### src/rtl/ddr3_cmd_arbiter.sv
// rtl/ddr3_cmd_arbiter.sv - two-requester DDR3 command arbiter with sequence lock and B anti-starvation
// Optional transfer statistics are enabled by defining DDR3_ARB_STATS_EN.
module ddr3_cmd_arbiter #(
    parameter int DDR_ROW_BITS = 13,
    parameter int STARVE_MAX   = 8
) (
    input  logic                    clock,
    input  logic                    reset,

    input  logic                    a_req_i,
    input  logic                    a_seq_i,
    input  logic [2:0]              a_cmd_i,
    input  logic [2:0]              a_ba_i,
    input  logic [DDR_ROW_BITS-1:0] a_adr_i,
    output logic                    a_rdy_o,

    input  logic                    b_req_i,
    input  logic                    b_seq_i,
    input  logic [2:0]              b_cmd_i,
    input  logic [2:0]              b_ba_i,
    input  logic [DDR_ROW_BITS-1:0] b_adr_i,
    output logic                    b_rdy_o,

    output logic                    ddl_req_o,
    output logic                    ddl_seq_o,
    output logic [2:0]              ddl_cmd_o,
    output logic [2:0]              ddl_ba_o,
    output logic [DDR_ROW_BITS-1:0] ddl_adr_o,
    input  logic                    ddl_rdy_i,
    input  logic                    ddl_ref_i,

`ifdef DDR3_ARB_STATS_EN
    output logic [15:0]             a_count_o,
    output logic [15:0]             b_count_o,
`endif
    output logic [1:0]              grant_o
);

    localparam logic [2:0] CMD_NOOP = 3'b111;
    localparam int         CW       = $clog2(STARVE_MAX + 1);
    localparam logic [CW-1:0] STARVE_LIM = CW'(STARVE_MAX);

    typedef enum logic [1:0] {
        IDLE  = 2'b00,
        GNT_A = 2'b01,
        GNT_B = 2'b10
    } state_t;

    state_t          state;
    logic [CW-1:0]   starve_cnt;
    logic            a_xfer;
    logic            b_xfer;
    logic            b_forced;

    assign a_xfer   = (state == GNT_A) && a_req_i && ddl_rdy_i;
    assign b_xfer   = (state == GNT_B) && b_req_i && ddl_rdy_i;
    assign b_forced = (starve_cnt == STARVE_LIM) && b_req_i;

    // grant_o is updated alongside state so it never lags or leads the owner.
    always_ff @(posedge clock or posedge reset) begin
        if (reset) begin
            state      <= IDLE;
            grant_o    <= 2'b00;
            starve_cnt <= '0;
        end else begin
            case (state)
                IDLE: begin
                    if (!b_req_i)
                        starve_cnt <= '0;
                    if (!ddl_ref_i) begin
                        if (b_forced) begin
                            state   <= GNT_B;
                            grant_o <= 2'b10;
                        end else if (a_req_i) begin
                            state   <= GNT_A;
                            grant_o <= 2'b01;
                        end else if (b_req_i) begin
                            state   <= GNT_B;
                            grant_o <= 2'b10;
                        end
                    end
                end
                GNT_A: begin
                    if (a_xfer) begin
                        if (b_req_i && (starve_cnt != STARVE_LIM))
                            starve_cnt <= starve_cnt + 1'b1;
                        if (!a_seq_i) begin
                            state   <= IDLE;
                            grant_o <= 2'b00;
                        end
                    end else if (!a_req_i) begin
                        state   <= IDLE;
                        grant_o <= 2'b00;
                    end
                end
                GNT_B: begin
                    if (b_xfer) begin
                        starve_cnt <= '0;
                        if (!b_seq_i) begin
                            state   <= IDLE;
                            grant_o <= 2'b00;
                        end
                    end else if (!b_req_i) begin
                        state   <= IDLE;
                        grant_o <= 2'b00;
                    end
                end
                default: begin
                    state   <= IDLE;
                    grant_o <= 2'b00;
                end
            endcase
        end
    end

    // Owner fields pass straight through so the grant adds no latency of its own.
    always_comb begin
        ddl_req_o = 1'b0;
        ddl_seq_o = 1'b0;
        ddl_cmd_o = CMD_NOOP;
        ddl_ba_o  = 3'b000;
        ddl_adr_o = '0;
        a_rdy_o   = 1'b0;
        b_rdy_o   = 1'b0;
        case (state)
            GNT_A: begin
                ddl_req_o = a_req_i;
                ddl_seq_o = a_seq_i;
                ddl_cmd_o = a_cmd_i;
                ddl_ba_o  = a_ba_i;
                ddl_adr_o = a_adr_i;
                a_rdy_o   = ddl_rdy_i;
            end
            GNT_B: begin
                ddl_req_o = b_req_i;
                ddl_seq_o = b_seq_i;
                ddl_cmd_o = b_cmd_i;
                ddl_ba_o  = b_ba_i;
                ddl_adr_o = b_adr_i;
                b_rdy_o   = ddl_rdy_i;
            end
            default: ;
        endcase
    end

`ifdef DDR3_ARB_STATS_EN
    always_ff @(posedge clock or posedge reset) begin
        if (reset) begin
            a_count_o <= 16'h0000;
            b_count_o <= 16'h0000;
        end else begin
            if (a_xfer)
                a_count_o <= a_count_o + 16'h0001;
            if (b_xfer)
                b_count_o <= b_count_o + 16'h0001;
        end
    end
`endif

endmodule
### config.mk
export PLATFORM = sky130hd
export DESIGN_NAME = ddr3_cmd_arbiter
export DESIGN_NICKNAME = d
export VERILOG_FILES = /design/src/rtl/ddr3_cmd_arbiter.sv
export SDC_FILE = /design/constraint.sdc
export NUM_CORES = 1
export LEC_CHECK = 0
export CAP_MARGIN = 15
export CELL_PAD_IN_SITES_DETAIL_PLACEMENT = 1
export CELL_PAD_IN_SITES_GLOBAL_PLACEMENT = 1
export CORE_MARGIN = 4
export CORE_UTILIZATION = 20
export CTS_CLUSTER_DIAMETER = 80
export DETAILED_ROUTE_END_ITERATION = 10
export PLACE_DENSITY = 0.91
export SLEW_MARGIN = 20
export SYNTH_ARGS = -nofsm -noshare
export SYNTH_HDL_FRONTEND = slang
export SYNTH_SLANG_ARGS = --single-unit
### constraint.sdc
create_clock -name clock -period 1.7 [get_ports clock]
set_input_delay 0.17 -clock clock [delete_from_list [all_inputs] [get_ports clock]]
set_output_delay 0.17 -clock clock [all_outputs]
set_load 0.01 [all_outputs]
* After elaboration in Yosys (flattened, before gate mapping)
Cells that the tools add are included.
** Word-level totals
- Register bits :: 6
- Word-level logic and storage cells :: 50
- Input bits :: 46
- Output and inout port bits :: 25
** Operators by class
- Equal/unequal tests :: 14
- Add/sub/neg operators :: 1
- Multiplexer cells :: 23
- Reduce and logical (&&, ||, !) cells :: 10
** Operator list (count)
- $pmux 13 s2 :: 1
- $mux 2 :: 10
- $mux 4 :: 4
- $ne 3x3->1 const B :: 4
- $pmux 3 s2 :: 2
- $pmux 4 s3 :: 1
- $ne 2x2->1 const B :: 4
- $ne 4x4->1 const B :: 2
- $logic_and 1x1->1 :: 6
- $pmux 2 s3 :: 1
- $reduce_and 6->1 :: 1
- $reduce_and 5->1 :: 1
- $add 4x1->4 const B :: 1
- $eq 4x4->1 const B :: 1
- $pmux 1 s2 :: 2
- $reduce_bool 3->1 :: 1
- $eq 2x1->1 const B :: 1
- $eq 2x2->1 const B :: 1
- $logic_not 2->1 :: 1
- $mux 1 :: 2
- $ne 2x1->1 const B :: 1

* Logic depth before layout (Yosys ltp)
- Depth after elaboration :: 5
- Depth in mapped cells :: 7
- Depth with buffers taken out :: 6

* Worst setup path before layout
No wires, ideal clock.
- Kind :: register -> output
- Start point :: register state[1]
- End point :: output ddl_seq_o
- Stages on the path, launching flop included :: 7
- Path slack :: -78 ps
- Data arrival time :: 1608 ps
- Data required time :: 1530 ps
- Buffers on the path :: 2
- Cell sequence :: dfrtp_1 -> inv_1 -> ha_1 -> clkbuf_1 -> clkbuf_1 -> nand2_1 -> a21boi_0
** Between the ends
- Cells in the longest elaborated chain, start to end :: 2
- Elaborated cells between the ends (all ways) :: 3
- Classes of those cells :: eq/ne: 2; mux: 1
** RTL lines
- start: declaration :: line 49 : state_t state;
- start signal: assignment :: line 62 : state <= IDLE;
- start signal: assignment :: line 72 : state <= GNT_B;
- start signal: assignment :: line 75 : state <= GNT_A;
- $eq 2x2->1 or $eq 2x1->1 (tied branches) :: line 125 : case (state)
- $pmux 1 s2 * :: line 125
- end: declaration :: line 25 : output logic ddl_seq_o,
Mark *: on every way between the ends. The rest lies on a longest branch, timed or not.

* Worst setup path after layout
- Start point :: register state[0]
- End point :: output ddl_adr_o[1]
** Between the ends
- Cells in the longest elaborated chain, start to end :: 2
- Elaborated cells between the ends (all ways) :: 3
- Classes of those cells :: eq/ne: 2; mux: 1
** RTL lines
- $eq 2x2->1 or $eq 2x1->1 (tied branches) :: line 125
- $pmux 13 s2 * :: line 125
- end: declaration :: line 28 : output logic [DDR_ROW_BITS-1:0] ddl_adr_o,
Marked as above.

==> out/results.txt <==
R2r worst-path depth: 8
# nets final: 242
Simple-gate share of the synthesized area: 0.252
Leakage: 0.772 nW
Post-Synth Adder-Cell Area: 0.0958
Mean Syn Cell Area: 7.75 sq um
Synth Area in Compound Gates: 0.382
# clock sinks: 6
Commonest non-fill, non-tap cell in the layout: clkdlybuf4s50_1
Vias in the first global route: 1164
Routed WL: 4270 um
Clk buf depth: 2
XOR/XNOR Fraction of Synth Area: 0
FF+latch count, synth: 6
Initial DRC count: 48
Cells after Synth: 101
Post-Syn Area: 783 sq um
Die height: 70.6 um
Crit. End Element: output port
Largest net degree at the start of global routing: 22
Drt pass-1 iters: 4
Worst path required time: 1.53 ns
Drt wl/cell: 18.1 um
WS Path Type: reg2out
Initial Utilization: 0.211
Ports: 71
R2R Setup Slk: 0.04 ns
Final Slew Violations: 0
Tot Pwr: 2.28 mW
Worst skew pair latency: 0.22 ns
Gpl congestion: 0.759
Max H-tree Level: 1
Proportion of synthesized area in mux cells: 0
Fin. Hold Viols: 0
Sequential element share of the synthesized area: 0.192
Layout cell share with drive strength beyond 1: 0.399
Worst slew margin: 0.838
Setup-failing EPs final: 0
# DRC: 0
Syn nets: 153
N_diodes: 0
Crit path launch type: register
Dpl cells: 226
Worst clock skew: 0.000862 ns
Standard-cell rows: 22
Cell variety after synth: 29
Max FO, Critical Path: 9
Largest family of logic cells by synthesized area: compound AO/OA/AOI/OAI gates
Fill cells: 438
Hold-fix buffers at CTS: 0
Die Area: 4980 sq um
YS warnings: 0
TritonCTS clock tree: yes
CP max stage cell: dfrtp_1
Routed vias/inst: 4.97
Root buffer cell: clkbuf_8
Maxcap violations: 0
P&R area growth vs syn: 140%
Finished Layout Cells: 236
CP cell instances: buf_6 > ha_4 > clkbuf_16 > a22oi_1 > nor2b_1 > buf_2
Total track usage: 0.144
Initial antenna violation count: 0
Max Freq: 591 MHz
Fin crit share: 0.995
Max rail drop VDD: 0.648 mV
Global route overflow: 0
Slowest cell delay on critical path: 0.39 ns
PwrDens: 1210 nW/um^2
Die W: 70.6 um
Run status: finished clean
Tmin final: 1.69 ns
Most frequent cells in the layout: clkdlybuf4s50_1 (47), buf_2 (18), nor2b_1 (16)
RSZ-0062 raised after global routing: yes
Worst-margin pin slew: 0.243 ns
Via count: 1172
Port Buffers: 70
CTS clk-pin slew, worst paths: 0.03 ns
Hold Path Class: in2async
Core ar.: 3720 sq um
Crit path DAT: 1.52 ns
Num CTS Buffers: 3
HPWL Detailed: 2840 um
Final ANT Viol Nets: 0
First-pass GRT wire length: 5790 um
## final cells by class
type	instances	area [sq um]	share of cell area
repair buffers	91	868	0.461
flip-flops and latches	6	150	0.0798
multi-input cells	79	728	0.387
inverters	9	33.8	0.0180
well taps	48	60.1	0.0319
clock buffers	3	41.3	0.0219
## cell usage after synthesis, drive strengths merged
master  instances  area share
a32o            1       0.013
a31oi           2       0.016
a21boi          1      0.0096
inv             9       0.043
ha              6       0.096
a221oi          1       0.034
clkbuf          6       0.029
and2            2       0.016
a21o            1      0.0096
dfrtp           6        0.19
and3            1      0.0080
a31o            1       0.011
a21oi           1      0.0064
o221ai          1       0.011
a22o            1       0.011
o21ai           2       0.013
nor3            1      0.0064
o211ai          1      0.0096
o22ai           1      0.0080
o21bai          1      0.0096
a41o            2       0.029
buf             1      0.0064
nand3           3       0.019
nand2           9       0.046
a22oi          20        0.19
and3b           1       0.011
nor2            2      0.0096
nor2b          17        0.14
## registers in the layout, summed over array words and instances (netlist names)
name        cells
starve_cnt      4
state           2
## power by group
part           total [mW]  internal [mW]  switching, mW
combinational        1.88           1.05          0.825
sequential          0.195          0.167         0.0283
clock               0.210          0.152         0.0583
## critical path, delay by kind of cell, from the launching register on
kind | cells | cell delay (ns)
buffers and inverters | 3 | 0.44
flip-flops | 1 | 0.39
adder cells (fa/ha/maj) | 1 | 0.19
AO/OA/AOI/OAI | 1 | 0.19
AND/OR/NAND/NOR | 1 | 0.08
## kinds of logic (layout without fill, tap and decap cells)
family	Yosys count	after routing
flops	6	6
simple gates	36	36
fa+ha+maj	6	6
compound gates	37	37
buf+inv	16	103
## path summary, 6_finish.rpt
| path | end | startpoint |
|---|---|---|
| max in group asynchronous | starve_cnt[2] | reset |
| max reg2reg | state[0] | state[0] |
| min in group clock | starve_cnt[0] | starve_cnt[0] |
| min reg2reg | starve_cnt[0] | starve_cnt[0] |
| min | state[0] | reset |
| max | ddl_adr_o[1] | state[0] |
## per-layer routing
metal	vias to the layer above	global-route usage	share of wire
met4	0	0.0271	0.019
met5	-	0	0
met1	556	0.171	0.38
li1	551	-	-
met3	8	0.0298	0.073
met2	57	0.267	0.53
## timing repair
item | in CTS | in global routing
buffers inserted | 3 | 0
setup endpoints to repair | 28 | 20
resized for setup | 84 | 37
gates cloned | 0 | 4
pin swaps | 0 | 2
## stage by stage
stage	hold WS, ns	setup WS, ns	cell area [sq um]	util	setup TNS [ns]
floorplan	-0.0390	0.0676	785	-	0
global placement	0.400	-0.0789	1660	0.446	-1.19
detailed placement	0.407	-0.154	1660	0.446	-2.61
CTS	0.172	-0.0276	1770	0.477	-0.0891
global route	0.186	-0.0668	1880	0.506	-0.348
finish	0.166	0.00933	1880	0.506	0
(Power assumes the default switching activity.)
